**src/rtl/bank_multi_if.sv**
```systemverilog
// Bidder-side bundle of the multi-channel credit bank.
//   master : arbiter/credit source. Drives bid, granted and credit_valid/ch/amt.
//            Observes credit_ready, credit_err, balance, afford and epoch_tick.
//   slave  : the bank. It has the opposite directions.
// CH_W follows max(1, $clog2(N_CH)). It must be the same as the width the bank derives.
interface bank_multi_if #(
    parameter int N_CH  = 4,
    parameter int BID_W = 4,
    parameter int BAL_W = 10,
    parameter int CH_W  = (N_CH > 1) ? $clog2(N_CH) : 1
);
    logic [N_CH*BID_W-1:0] bid;
    logic [N_CH-1:0]       granted;
    logic                  credit_valid;
    logic [CH_W-1:0]       credit_ch;
    logic [BAL_W-1:0]      credit_amt;
    logic                  credit_ready;
    logic                  credit_err;
    logic [N_CH*BAL_W-1:0] balance;
    logic [N_CH-1:0]       afford;
    logic                  epoch_tick;

    modport master (
        output bid, granted, credit_valid, credit_ch, credit_amt,
        input  credit_ready, credit_err, balance, afford, epoch_tick
    );

    modport slave (
        input  bid, granted, credit_valid, credit_ch, credit_amt,
        output credit_ready, credit_err, balance, afford, epoch_tick
    );
endinterface

```
**src/rtl/bank_multi.sv**
```systemverilog
// Multi-channel credit bank.
// The bank keeps one saturating balance per bidder channel. When a channel is
// granted, its bid is debited, and the balance never drops below FLOOR. Every
// PERIOD clocks, all channels get a refill capped at CAP. A credit-injection
// port adds an amount to one channel. afford[i] tells the arbiter whether
// channel i can pay its current bid.
// All state updates happen on the FALLING edge of clk, so consumers that sample
// on the rising edge see settled values.
// Ports:
//   clk          clock (state changes on negedge)
//   rst_n        asynchronous active-low reset
//   bus.bid      per-channel bid, channel i in [i*BID_W +: BID_W]
//   bus.granted  grant vector from the arbiter (any number of bits may be set)
//   bus.credit_* credit injection; accepted when valid & ready
//   bus.credit_ready  low only during the epoch-boundary cycle
//   bus.credit_err    one-cycle pulse after an accepted out-of-range credit_ch
//   bus.balance  registered balances, channel i in [i*BAL_W +: BAL_W]
//   bus.afford   combinational: balance[i] >= bid[i] + FLOOR
//   bus.epoch_tick    one-cycle pulse after each refill edge
module bank_multi #(
    parameter int N_CH     = 4,
    parameter int BID_W    = 4,
    parameter int BAL_W    = 10,
    parameter int INIT_BAL = 750,
    parameter int REFILL   = 750,
    parameter int CAP      = 900,
    parameter int FLOOR    = 1,
    parameter int PERIOD   = 401
) (
    input  logic        clk,
    input  logic        rst_n,
    bank_multi_if.slave bus
);
    localparam int CH_W  = (N_CH > 1) ? $clog2(N_CH) : 1;
    localparam int CNT_W = $clog2(PERIOD);
    // One spare bit, so debit, credit and refill sums never wrap before saturation.
    localparam int EXT_W = BAL_W + 1;
    // A refill larger than CAP always saturates. Clamping it here keeps the
    // refill sum inside EXT_W bits without changing the result.
    localparam int REFILL_EFF = (REFILL > CAP) ? CAP : REFILL;

    localparam logic [CNT_W-1:0] CNT_LAST = CNT_W'(PERIOD - 1);
    localparam logic [EXT_W-1:0] CAP_X    = EXT_W'(CAP);
    localparam logic [EXT_W-1:0] FLOOR_X  = EXT_W'(FLOOR);
    localparam logic [EXT_W-1:0] REFILL_X = EXT_W'(REFILL_EFF);
    localparam logic [BAL_W-1:0] INIT_V   = BAL_W'(INIT_BAL);

    generate
        if (N_CH < 1) begin : g_bad_nch
            $error("bank_multi: N_CH must be >= 1");
        end
        if (PERIOD < 2) begin : g_bad_period
            $error("bank_multi: PERIOD must be >= 2");
        end
        if (CAP >= (1 << BAL_W)) begin : g_bad_cap
            $error("bank_multi: CAP must be < 2**BAL_W");
        end
        if (INIT_BAL > CAP) begin : g_bad_init
            $error("bank_multi: INIT_BAL must be <= CAP");
        end
        if (FLOOR > INIT_BAL) begin : g_bad_floor
            $error("bank_multi: FLOOR must be <= INIT_BAL");
        end
        if (BID_W > BAL_W) begin : g_bad_bid
            $error("bank_multi: BID_W must be <= BAL_W");
        end
    endgenerate

    function automatic logic [BAL_W-1:0] sat_cap(input logic [EXT_W-1:0] v);
        return (v > CAP_X) ? CAP_X[BAL_W-1:0] : v[BAL_W-1:0];
    endfunction

    logic [CNT_W-1:0] epoch_cnt_reg;
    logic [CNT_W-1:0] epoch_cnt_next;
    logic             epoch_tick_reg;
    logic             credit_err_reg;
    logic             credit_err_next;
    logic             boundary;
    logic             credit_fire;

    assign boundary        = (epoch_cnt_reg == CNT_LAST);
    assign epoch_cnt_next  = boundary ? '0 : epoch_cnt_reg + 1'b1;
    assign credit_fire     = bus.credit_valid & ~boundary;
    // An out-of-range channel still consumes the credit. It only raises the error pulse.
    assign credit_err_next = credit_fire & (32'(bus.credit_ch) >= N_CH);

    assign bus.credit_ready = ~boundary;
    assign bus.epoch_tick   = epoch_tick_reg;
    assign bus.credit_err   = credit_err_reg;

    always_ff @(negedge clk or negedge rst_n) begin
        if (!rst_n) begin
            epoch_cnt_reg  <= '0;
            epoch_tick_reg <= 1'b0;
            credit_err_reg <= 1'b0;
        end else begin
            epoch_cnt_reg  <= epoch_cnt_next;
            epoch_tick_reg <= boundary;
            credit_err_reg <= credit_err_next;
        end
    end

    for (genvar gi = 0; gi < N_CH; gi++) begin : g_ch
        logic [BAL_W-1:0] bal_reg;
        logic [BAL_W-1:0] bal_next;
        logic [EXT_W-1:0] bal_x;
        logic [EXT_W-1:0] bid_x;
        logic [EXT_W-1:0] debit_x;
        logic [EXT_W-1:0] credit_x;
        logic             fits;
        logic             hit;

        assign bal_x = {1'b0, bal_reg};
        assign bid_x = EXT_W'(bus.bid[gi*BID_W +: BID_W]);
        assign fits  = (bal_x >= bid_x + FLOOR_X);

        // If the bid cannot be paid in full, the balance is clamped to FLOOR
        // instead of the grant being refused.
        assign debit_x  = !bus.granted[gi] ? bal_x : (fits ? bal_x - bid_x : FLOOR_X);
        assign hit      = credit_fire & (bus.credit_ch == CH_W'(gi));
        assign credit_x = hit ? debit_x + EXT_W'(bus.credit_amt) : debit_x;
        // On the refill edge, grants and credits are ignored.
        assign bal_next = boundary ? sat_cap(bal_x + REFILL_X) : sat_cap(credit_x);

        always_ff @(negedge clk or negedge rst_n) begin
            if (!rst_n) begin
                bal_reg <= INIT_V;
            end else begin
                bal_reg <= bal_next;
            end
        end

        assign bus.balance[gi*BAL_W +: BAL_W] = bal_reg;
        assign bus.afford[gi]                 = fits;
    end
endmodule
```
**src/flat_wrapper.sv**
```systemverilog
// flat-port wrapper written by rule: the top's interface ports become plain ports
module bank_multi_flat 
#(
    parameter int N_CH     = 4,
    parameter int BID_W    = 4,
    parameter int BAL_W    = 10,
    parameter int INIT_BAL = 750,
    parameter int REFILL   = 750,
    parameter int CAP      = 900,
    parameter int FLOOR    = 1,
    parameter int PERIOD   = 401
)
  (clk, rst_n, bus_bid, bus_granted, bus_credit_valid, bus_credit_ch, bus_credit_amt, bus_credit_ready, bus_credit_err, bus_balance, bus_afford, bus_epoch_tick);
  bank_multi_if #(.N_CH(N_CH), .BID_W(BID_W), .BAL_W(BAL_W)) bus_i ();
  input  logic clk;
  input  logic rst_n;
  input wire logic [$bits(bus_i.bid)-1:0] bus_bid;
  input wire logic [$bits(bus_i.granted)-1:0] bus_granted;
  input wire logic [$bits(bus_i.credit_valid)-1:0] bus_credit_valid;
  input wire logic [$bits(bus_i.credit_ch)-1:0] bus_credit_ch;
  input wire logic [$bits(bus_i.credit_amt)-1:0] bus_credit_amt;
  output wire logic [$bits(bus_i.credit_ready)-1:0] bus_credit_ready;
  output wire logic [$bits(bus_i.credit_err)-1:0] bus_credit_err;
  output wire logic [$bits(bus_i.balance)-1:0] bus_balance;
  output wire logic [$bits(bus_i.afford)-1:0] bus_afford;
  output wire logic [$bits(bus_i.epoch_tick)-1:0] bus_epoch_tick;
  assign bus_i.bid = bus_bid;
  assign bus_i.granted = bus_granted;
  assign bus_i.credit_valid = bus_credit_valid;
  assign bus_i.credit_ch = bus_credit_ch;
  assign bus_i.credit_amt = bus_credit_amt;
  assign bus_credit_ready = bus_i.credit_ready;
  assign bus_credit_err = bus_i.credit_err;
  assign bus_balance = bus_i.balance;
  assign bus_afford = bus_i.afford;
  assign bus_epoch_tick = bus_i.epoch_tick;
  bank_multi #(.N_CH(N_CH), .BID_W(BID_W), .BAL_W(BAL_W), .INIT_BAL(INIT_BAL), .REFILL(REFILL), .CAP(CAP), .FLOOR(FLOOR), .PERIOD(PERIOD)) u_core (.clk(clk), .rst_n(rst_n), .bus(bus_i));
endmodule
```
**config.mk**
```make
export PLATFORM = sky130hd
export DESIGN_NAME = bank_multi_flat
export DESIGN_NICKNAME = d
export VERILOG_FILES = /design/src/rtl/bank_multi_if.sv /design/src/rtl/bank_multi.sv /design/src/flat_wrapper.sv
export SDC_FILE = /design/constraint.sdc
export NUM_CORES = 1
export LEC_CHECK = 0
export ABC_AREA = 0
export BUFFER_PORTS_ARGS = -buffer_cell sky130_fd_sc_hd__buf_2
export CAP_MARGIN = 10
export CORE_ASPECT_RATIO = 1.75
export CORE_MARGIN = 10
export CORE_UTILIZATION = 50
export DETAILED_ROUTE_END_ITERATION = 6
export PLACE_DENSITY = 0.7
export SLEW_MARGIN = 10
export SYNTH_ARGS = -nofsm -noshare
export SYNTH_HDL_FRONTEND = slang
export SYNTH_SLANG_ARGS = --single-unit
```
**constraint.sdc**
```tcl
create_clock -name clk -period 4.9 [get_ports clk]
set_input_delay 0.98 -clock clk [delete_from_list [all_inputs] [get_ports clk]]
set_output_delay 0.98 -clock clk [all_outputs]
set_load 0.05 [all_outputs]
```
; ---- Yosys cells after proc, flatten, opt, wreduce, memory -nomap -nowiden
; Cells that the tools add are included.
[word_totals]
wordCells = 71
register_bits = 50
[classes]
addsub = 17
order_cmp = 12
n_reduce_logical = 1
eq_ne = 4
bitwise_logic = 6
n_mux = 25
[op_table]
columns = cell, n
row1 = $mux W11, 12
row2 = $mux W10, 12
row3 = $gt A11 B10 Y1 const B, 8
row4 = $add A10 B10 Y11 const B, 4
row5 = $add A11 B10 Y11, 4
row6 = $ge A10 B11 Y1, 4
row7 = $sub A10 B4 Y11, 4
row8 = $add A4 B1 Y5 const B, 4
row9 = $add A9 B1 Y9 const B, 1
row10 = $eq A9 B9 Y1 const B, 1
row11 = $mux W9, 1
row12 = $and A1 B1 Y1, 5
row13 = $eq A2 B2 Y1 const B, 2
row14 = $eq A2 B1 Y1 const B, 1
row15 = $logic_not A2 Y1, 1
row16 = $not A1 Y1, 1

; ---- Longest topological paths before layout
; Gate-level depths: netlist of the first run.
[logic_depth]
word_depth = 9
depth_mapped = 20
depth_no_buf = 19

==> results.py, run 1 <==
metrics = {
    "sta": {
        "worst_pin_slew_ps": 1100,
        "slew_headroom_pct": 25.7,
        "fin_setup_tns_ps": -77000,
        "fin_skew_ps": 94.9,
        "setup_violations": 45,
        "fin_ws_ps": -2060,
        "hold_viol_final": 0,
        "rsz0062_at_grt": "true",
        "maxSlewViolCount": 0,
    },
    "routing": {
        "routedWlPerCell_um": 22.1,
        "drc_errors": 0,
        "dr.pass1.iters": 7,
        "wl_mm": 34.9,
        "vias": 10100,
        "ant_nets": 0,
        "vias_per_cell": 6.40,
        "drtIter0Drc": 825,
    },
    "logic_synthesis": {
        "synth_area_um2": 7520,
        "syn_nets": 1100,
        "seq_area_frac_synth_pct": 17.1,
        "synth_edf_count": 0,
        "async_flop_share_pct": 100,
        "synth_ff_type": "dfstp_2",
        "synth_area_per_cell_um2": 7.74,
        "yosys_warnings": 0,
        "synth.distinct_cells": 85,
        "synthCells": 971,
        "synth-seq-cells": 50,
    },
    "power": {
        "p_leak_nw": 5.79,
        "ir_drop_v": 0.000473,
        "total_power_mw": 10.3,
        "power_density_nw_per_um2": 817,
    },
    "global_routing": {
        "grt.total_usage_pct": 26.8,
        "first_global_vias": 9781,
        "grt_first_pass_wirelength_mm": 46.4,
        "grt_max_degree": 26,
        "grt_overflow": 0,
        "antenna_found_initial": 0,
    },
    "placed_design": {
        "dpl.hpwl_mm": 21.5,
        "place_ws_ps": -2450,
        "post_dp_cell_area_um2": 10600,
        "placedCellCount": 1485,
        "place_congestion": 0.939,
        "io_buffers": 80,
    },
    "critical_path": {
        "path_class": "in -> reg",
        "worst_ep_arrival_time_ps": 4650,
        "rrSetupSlack_ps": 690,
        "r2r_cells": 17,
        "required_ps": 2590,
        "r2r-end": "u_core.g_ch[1].bal_reg[0]",
        "cp-end-kind": "flip-flop",
        "timing.rr.start": "u_core.g_ch[1].bal_reg[1]",
        "critPathMaxFanout": 4,
        "start_kind": "input pin",
    },
    "floorplan": {
        "dieHeight_um": 182,
        "ios": 82,
        "die_area_um2": 20500,
        "core-area_um2": 14800,
        "die_w_um": 113,
        "rows": 59,
        "initial_core_util_pct": 50.7,
    },
    "clock_network": {
        "cts_buffer_depth": 2,
        "cts_tree": "yes",
        "clk_pin_slew_ps": 60,
        "h-tree-depth": 2,
        "tritoncts.num_buffers": 5,
        "cts_hold_buf": 0,
        "clockRootBuffer": "clkbuf_16",
        "clock-sinks": 50,
        "clk_latency_ps": 410,
    },
    "cells_and_area": {
        "fin_nets": 1524,
        "final_area_um2": 12600,
        "diodes": 0,
        "final_cell_mix": "buf_4, inv_1, nor2_1",
        "largest_reg_flops": 40,
        "final_common_cell": "buf_4",
        "fin_cells": 1579,
        "drive_gt1_share_pct": 49.7,
        "area_growth_pct": 67.5,
    },
    "status": {
        "status": "finished with violations",
        "violations": "setup timing",
    },
    "min_path": {
        "hold_class": "reg -> reg",
        "hold_depth": 1,
        "hold_end": "u_core.epoch_cnt_reg[5]",
        "hp-start": "u_core.epoch_cnt_reg[5]",
    },
    "flow_run": {
        "cap_violations": 0,
    },
}
==> worst max path at each step <==
stage | startpoint | end | slack, ps | cells after the start
after global placement | bus_bid[8] | u_core.g_ch[2].bal_reg[4] | -2370 | 19
after floorplan | bus_bid[9] | u_core.g_ch[2].bal_reg[4] | -1860 | 18
after detailed placement | bus_bid[8] | u_core.g_ch[2].bal_reg[4] | -2450 | 19
final | bus_bid[12] | u_core.g_ch[3].bal_reg[0] | -2060 | 20
after global routing | bus_bid[3] | u_core.g_ch[0].bal_reg[0] | -2190 | 18
after CTS | bus_bid[0] | u_core.g_ch[0].bal_reg[0] | -1840 | 20
==> synth_stat cells (10+ instances only) <==
library cell,number,share of area [%]
ha_1,86,14
nor2_1,78,3.9
inv_1,73,3.6
a21oi_1,70,4.7
nand2_1,63,3.1
xnor2_1,53,6.2
o21ai_0,43,2.9
o22ai_1,33,2.7
nor3_1,30,2.0
xor2_1,30,3.5
nand2b_1,29,2.4
dfstp_2,28,9.8
nand3_1,26,1.7
dfrtn_1,22,7.3
clkbuf_1,21,1.0
nor2b_1,16,1.3
a31oi_1,14,1.2
o211ai_1,14,1.4
or3_1,14,1.2
a211oi_1,12,1.2
a21o_1,12,1.2
o31ai_1,12,1.2
mux2i_1,11,1.5
or2_2,10,0.83
or4_1,10,1.0
==> what timing repair did <==
action / in CTS / in global routing
buffers inserted: 39 / 27
pin swaps: 84 / 96
setup endpoints to repair: 45 / 45
gates resized for setup: 161 / 113
cloned: 1 / 0
==> cell families (layout without fill, tap and decap cells) <==
family	Yosys count	after routing	share of synthesized area, %
xor gates and xnor gates	83	83	9.67
other	1	1	0.0499
adders and majority gates	94	94	16.4
AOI/OAI and AO/OA	282	282	25.1
DFF	50	50	17.1
buffers and inverters	112	536	6.09
muxes	14	14	1.91
and+or+nand+nor	335	336	23.6
==> area by class of cell <==
| type | count | area, um2 |
|---|---|---|
| clock inverter | 30 | 141 |
| timing repair buffer | 426 | 3240 |
| multi-input combinational | 810 | 7280 |
| clock buffer | 6 | 129 |
| tap | 183 | 229 |
| sequential | 50 | 1290 |
| inverter | 74 | 285 |
| fill | 782 | 2240 |
==> power breakdown <==
group | leakage (nW) | switching (mW) | total (mW) | internal [mW]
combinational | 4.99 | 4.80 | 8.92 | 4.12
sequential | 0.563 | 0.146 | 0.826 | 0.679
clock | 0.231 | 0.279 | 0.553 | 0.274
==> critical path: stages <==
cell and delay, ps:
buf_8 100, ha_4 170, xnor2_4 190, ha_4 230, a21o_1 180, a31oi_4 210, buf_4 140, buf_4 90
o211a_4 200, buf_4 140, nor2_1 50, ha_1 350, o21ai_0 110, nor2_1 330, a2bb2oi_2 240, xnor2_1 200
o22ai_2 180, nand3_2 180, a41oi_4 270, o22ai_2 100
==> metal layers <==
layer  global-route usage [%]  up-vias  wire length (um)
met1                     25.7     4803             11500
li1                         -     4406                 -
met2                     49.5      641             17900
met3                     3.05      254              2340
met4                     22.0        0              3120
met5                        0        -                 0
==> through the flow <==
step           hold WS [ps]  util, %
2_1_floorplan           380        -
3_3_place_gp            402     71.1
3_5_place_dp            407     71.1
4_1_cts                 495     79.6
5_1_grt                 549     84.9
6_report                533     84.9
Note: power is estimated with default switching activity, not from simulation.
==> inputs of run 2 (changes only) <==
CORE_ASPECT_RATIO = 1.25   (was 1.75)
clock period = 7.04 ns   (was 4.9 ns; I/O delays follow)
==> run 2 against run 1 <==
The flow still finishes with violations (setup timing). Core utilization fell by 4.3 points. Setup slack gained 640 ps. Routed wire length shrank 11%. Final cell count is 3.1% lower. Hold slack got worse by 130 ps. Register-to-register slack better by 2100 ps. Cell area down 4.7%. Sequential share of layout area up 0.51 points. Die area shrank 0.79%.
==> results.py, run 2 (same netlist as run 1, synthesis figures left out) <==
metrics = {
    "power": {
        "p_leak_nw": 5.50,
        "ir_drop_v": 0.000319,
        "total_power_mw": 6.80,
        "power_density_nw_per_um2": 566,
    },
    "routing": {
        "wl_met2_mm": 15.9,
        "drc_errors": 0,
        "drtIter0Drc": 739,
        "wl_met1_mm": 11.1,
        "dr.max_layer_used": "met4",
        "vias_per_cell": 6.22,
        "dr.pass1.iters": 6,
        "ant_nets": 0,
        "vias": 9522,
        "met3WireLength_mm": 1.80,
        "wl_mm": 30.9,
        "routedWlPerCell_um": 20.2,
    },
    "cells_and_area": {
        "drive_gt1_share_pct": 47.3,
        "fin_cells": 1530,
        "diodes": 0,
        "largest_reg_flops": 40,
        "area_growth_pct": 59.6,
        "final_area_um2": 12000,
        "fin_nets": 1476,
        "final_cell_mix": "buf_4, inv_1, nor2_1",
        "fin_util_pct": 80.6,
        "final_common_cell": "buf_4",
    },
    "sta": {
        "timing.hold.ws_ps": 399,
        "maxSlewViolCount": 0,
        "fin_ws_ps": -1420,
        "fin_setup_tns_ps": -45750,
        "hold_viol_final": 0,
        "rsz0062_at_grt": "true",
        "fin_skew_ps": 90.9,
        "worst_pin_slew_ps": 1170,
        "setup_violations": 43,
        "slew_headroom_pct": 21.2,
    },
    "critical_path": {
        "path_class": "in -> reg",
        "cpPeakStageDelay_ps": 360,
        "cpMaxStageDelayCell": "a2111oi_4",
        "timing.rr.start": "u_core.g_ch[0].bal_reg[1]",
        "cp-end-kind": "flip-flop",
        "crit_chain": "buf_8, ha_4, nand3_4, ha_4, a2111oi_4, nand2_1, a31oi_4, nor2_2, a21oi_2, ha_2, inv_2, fa_2, nor2b_2, o211ai_1, a31oi_2, xor2_1, mux2i_1, a211oi_2, a21boi_4, buf_4, a2bb2oi_2",
        "required_ps": 3820,
        "rrSetupSlack_ps": 2780,
        "worst_ep_arrival_time_ps": 5240,
        "path_common_cell": "ha_4",
        "r2r-end": "u_core.g_ch[0].bal_reg[2]",
        "critPathMaxFanout": 3,
        "r2r_cells": 18,
        "start_kind": "input pin",
    },
    "floorplan": {
        "core-area_um2": 14900,
        "initial_core_util_pct": 50.5,
        "die_w_um": 130,
        "die_area_um2": 20400,
        "ios": 82,
        "rows": 50,
        "dieHeight_um": 157,
    },
    "placed_design": {
        "placedCellCount": 1432,
        "place_congestion": 0.982,
        "place_ws_ps": -1770,
        "post_dp_cell_area_um2": 10100,
        "dpl.hpwl_mm": 20.0,
        "io_buffers": 80,
    },
    "min_path": {
        "hp-start": "u_core.epoch_cnt_reg[0]",
        "hold_depth": 1,
        "hold_class": "reg -> reg",
        "hold_end": "u_core.epoch_cnt_reg[0]",
    },
    "global_routing": {
        "grt_max_degree": 27,
        "grt.total_usage_pct": 26.2,
        "first_global_vias": 9130,
        "grt_overflow": 0,
        "antenna_found_initial": 0,
        "grt_first_pass_wirelength_mm": 43.8,
    },
    "clock_network": {
        "clk_pin_slew_ps": 50,
        "cts_tree": "yes",
        "tritoncts.num_buffers": 5,
        "clock-sinks": 50,
        "cts_buffer_depth": 2,
        "clk_latency_ps": 410,
        "clockRootBuffer": "clkbuf_16",
        "h-tree-depth": 2,
    },
    "status": {
        "status": "finished with violations",
        "violations": "setup timing",
    },
    "flow_run": {
        "cap_violations": 0,
    },
}
==> run 2: worst max path at each step <==
stage                     from                         to  slack (ps)
floorplan           bus_bid[9]  u_core.g_ch[2].bal_reg[4]       -1220
global route        bus_bid[0]  u_core.g_ch[0].bal_reg[2]       -1590
global placement    bus_bid[0]  u_core.g_ch[0].bal_reg[0]       -1710
finish              bus_bid[0]  u_core.g_ch[0].bal_reg[2]       -1420
detailed placement  bus_bid[0]  u_core.g_ch[0].bal_reg[0]       -1770
CTS                 bus_bid[0]  u_core.g_ch[0].bal_reg[0]       -1240
==> run 2: per-layer routing <==
| metal | vias up | GRT usage, % |
|---|---|---|
| li1 | 4322 | - |
| met1 | 4507 | 28.0 |
| met2 | 499 | 47.6 |
| met3 | 194 | 3.40 |
| met4 | 0 | 15.7 |
| met5 | - | 0 |
==> run 2: worst max-delay path, delay by kind of cell <==
kind	cells	cell delay, ps
xor gates and xnor gates	1	220
adders and majority gates	4	930
AOI/OAI and AO/OA	8	1810
buffers and inverters	3	280
muxes	1	160
and+or+nand+nor	4	440
==> run 2: repair_timing <==
action | in CTS | in global routing
pin swaps | 73 | 66
hold buffers | 0 | 0
buffers inserted | 36 | 29
gates cloned | 0 | 1
endpoints found under the setup margin | 44 | 44
resized for setup | 143 | 109
==> run 2: area by class of cell <==
cell class                      instances  area, um2
Clock buffer                            8        136
Timing Repair Buffer                  378       2830
Inverter                               74        283
Fill cell                             923       2890
Multi-Input combinational cell        810       7130
Sequential cell                        50       1290
Tap cell                              182        228
Clock inverter                         28        105
==> run 2: report_power, final <==
group          switching (mW)  internal [mW]  leakage (nW)
Combinational            3.05           2.74          4.72
Clock                   0.179          0.155         0.214
Sequential              0.191          0.477         0.563
Total                    3.42           3.37          5.50
==> inputs of run 3 (changes only) <==
GPL_TIMING_DRIVEN = 0   (was default)
PLACE_DENSITY = 0.72   (was 0.7)
clock period = 7.3 ns   (was 7.04 ns; I/O delays follow)
==> run 3 against run 2 <==
The run still ends with setup timing left. Routed wire length shrank 22%. Register-to-register slack improved by 170 ps. Sequential cell count unchanged. Final cell count is 12% lower. Critical path depth decreased by 1. Core utilization down 11 points. Cell area shrank 13%. Combinational power down 23%. Via count fell by 15%. Largest cell class unchanged.
==> results.py, run 3 (same netlist as run 1, synthesis figures left out) <==
metrics = {
    "critical_path": {
        "path_class": "in -> reg",
        "worst_ep_arrival_time_ps": 5270,
        "critPathMaxFanout": 7,
        "cp-end-kind": "flip-flop",
        "start_kind": "input pin",
        "required_ps": 3950,
    },
    "floorplan": {
        "ios": 82,
        "initial_core_util_pct": 50.5,
        "dieHeight_um": 157,
        "die_w_um": 130,
        "die_area_um2": 20400,
        "rows": 50,
        "core-area_um2": 14900,
    },
    "sta": {
        "maxSlewViolCount": 0,
        "slew_headroom_pct": 23.6,
        "fin_skew_ps": 66.9,
        "rsz0062_at_grt": "true",
        "hold_viol_final": 0,
        "setup_violations": 43,
        "worst_pin_slew_ps": 1140,
        "fin_ws_ps": -1320,
    },
    "clock_network": {
        "clk_pin_slew_ps": 60,
        "tritoncts.num_buffers": 5,
        "cts_buffer_depth": 2,
        "h-tree-depth": 2,
        "cts_hold_buf": 0,
        "cts_tree": "yes",
        "clockRootBuffer": "clkbuf_16",
        "clock-sinks": 50,
        "clk_latency_ps": 390,
    },
    "cells_and_area": {
        "diodes": 0,
        "final_common_cell": "inv_1",
        "drive_gt1_share_pct": 34.9,
        "fillers": 1224,
        "largest_reg_flops": 40,
        "area_growth_pct": 38.6,
        "final_area_um2": 10400,
        "final_cell_mix": "inv_1, nor2_1, buf_4",
        "fin_nets": 1290,
    },
    "global_routing": {
        "first_global_vias": 7794,
        "grt_max_degree": 51,
        "grt_overflow": 0,
        "grt.total_usage_pct": 22.3,
        "antenna_found_initial": 0,
        "grt_first_pass_wirelength_mm": 37.6,
    },
    "placed_design": {
        "post_dp_cell_area_um2": 8480,
        "dpl.hpwl_mm": 17.0,
        "io_buffers": 78,
        "place_ws_ps": -1970,
        "place_congestion": 0.936,
    },
    "routing": {
        "routedWlPerCell_um": 17.8,
        "dr.pass1.iters": 6,
        "vias_per_cell": 5.99,
        "drtIter0Drc": 588,
        "vias": 8051,
        "drc_errors": 0,
        "ant_nets": 0,
        "wl_mm": 24.0,
    },
    "status": {
        "status": "finished with violations",
        "violations": "setup timing",
    },
    "min_path": {
        "hold_class": "reg -> reg",
    },
    "power": {
        "power_density_nw_per_um2": 516,
        "ir_drop_v": 0.000269,
        "p_leak_nw": 4.51,
    },
    "flow_run": {
        "cap_violations": 0,
    },
}
## run 3: cell count changes in the layout (fill, tap and decap cells not counted), moves of 5 or more
cell / before / now
nor2_2: 8 / 2
inv_2: 15 / 10
clkbuf_1: 3 / 17
o22ai_2: 18 / 13
inv_1: 84 / 89
buf_4: 284 / 70
nor2_1: 67 / 73
## run 3: worst max-delay path, cell delays in order
cell       delay (ps)
buf_8             110
ha_4              160
nand3_4            60
ha_4              210
a2111oi_4         370
buf_4             170
nand3_1           110
a31oi_4           310
buf_4             200
a21oi_1            70
ha_1              250
or4_1             410
o21ai_0           130
a31oi_2            80
xor2_1            190
mux2i_1           140
a211oi_2          310
a21boi_4          270
buf_4             130
a2bb2oi_2         130
## run 3: routing by layer
layer | vias to the layer above | GRT usage [%] | share of wire, %
li1 | 3941 | - | -
met1 | 3833 | 26.1 | 41
met2 | 223 | 41.0 | 52
met3 | 54 | 1.92 | 3.6
met4 | 0 | 8.48 | 3.2
met5 | - | 0 | 0
## run 3: worst paths after layout
check	slack [ps]	cells after the start	start	endpoint
setup / recovery	-1320	20	bus_bid[1]	u_core.g_ch[0].bal_reg[2]
hold / removal	400	1	u_core.epoch_cnt_reg[0]	u_core.epoch_cnt_reg[0]
setup reg to reg	2950	18	u_core.g_ch[0].bal_reg[1]	u_core.g_ch[0].bal_reg[2]
hold reg to reg	400	1	u_core.epoch_cnt_reg[0]	u_core.epoch_cnt_reg[0]
max in group asynchronous	2060	1	rst_n	u_core.g_ch[0].bal_reg[5]
min in group asynchronous	4720	1	rst_n	u_core.g_ch[3].bal_reg[4]
## run 3: area by class of cell
type,instances,area [um2],share of cell area [%]
clock inverters,30,120,1.15
repair buffers,158,1180,11.3
well taps,182,228,2.19
clock buffers,6,150,1.44
inverters,74,285,2.74
multi-input cells,810,6990,67.1
plain buffers,34,176,1.69
flip-flops and latches,50,1290,12.3
## run 3: power breakdown
| part | switching (mW) | internal, mW |
|---|---|---|
| Sequential | 0.153 | 0.459 |
| Clock | 0.169 | 0.169 |
| Combinational | 2.53 | 1.90 |
| Total | 2.86 | 2.52 |
## run 3: repair_timing
action | 4_1_cts | 5_1_grt
endpoints found under the setup margin | 45 | 44
pin swaps | 67 | 69
cloned | 1 | 0
hold endpoints to repair | 0 | 0
resized for setup | 147 | 76
setup buffers | 54 | 27
## run 3: metrics by stage
stage | total power [mW] | hold slack [ps] | TNS (ps) | utilization (%) | instances
floorplan | 3.45 | 380 | -36800 | - | 971
global route | 5.79 | 431 | -48450 | 70.0 | 1344
global placement | 4.09 | 397 | -62510 | 56.9 | 1231
CTS | 4.99 | 409 | -39450 | 66.0 | 1318
detailed placement | 4.13 | 408 | -63640 | 56.9 | 1231
finish | 5.38 | 404 | -41620 | 70.0 | 1344
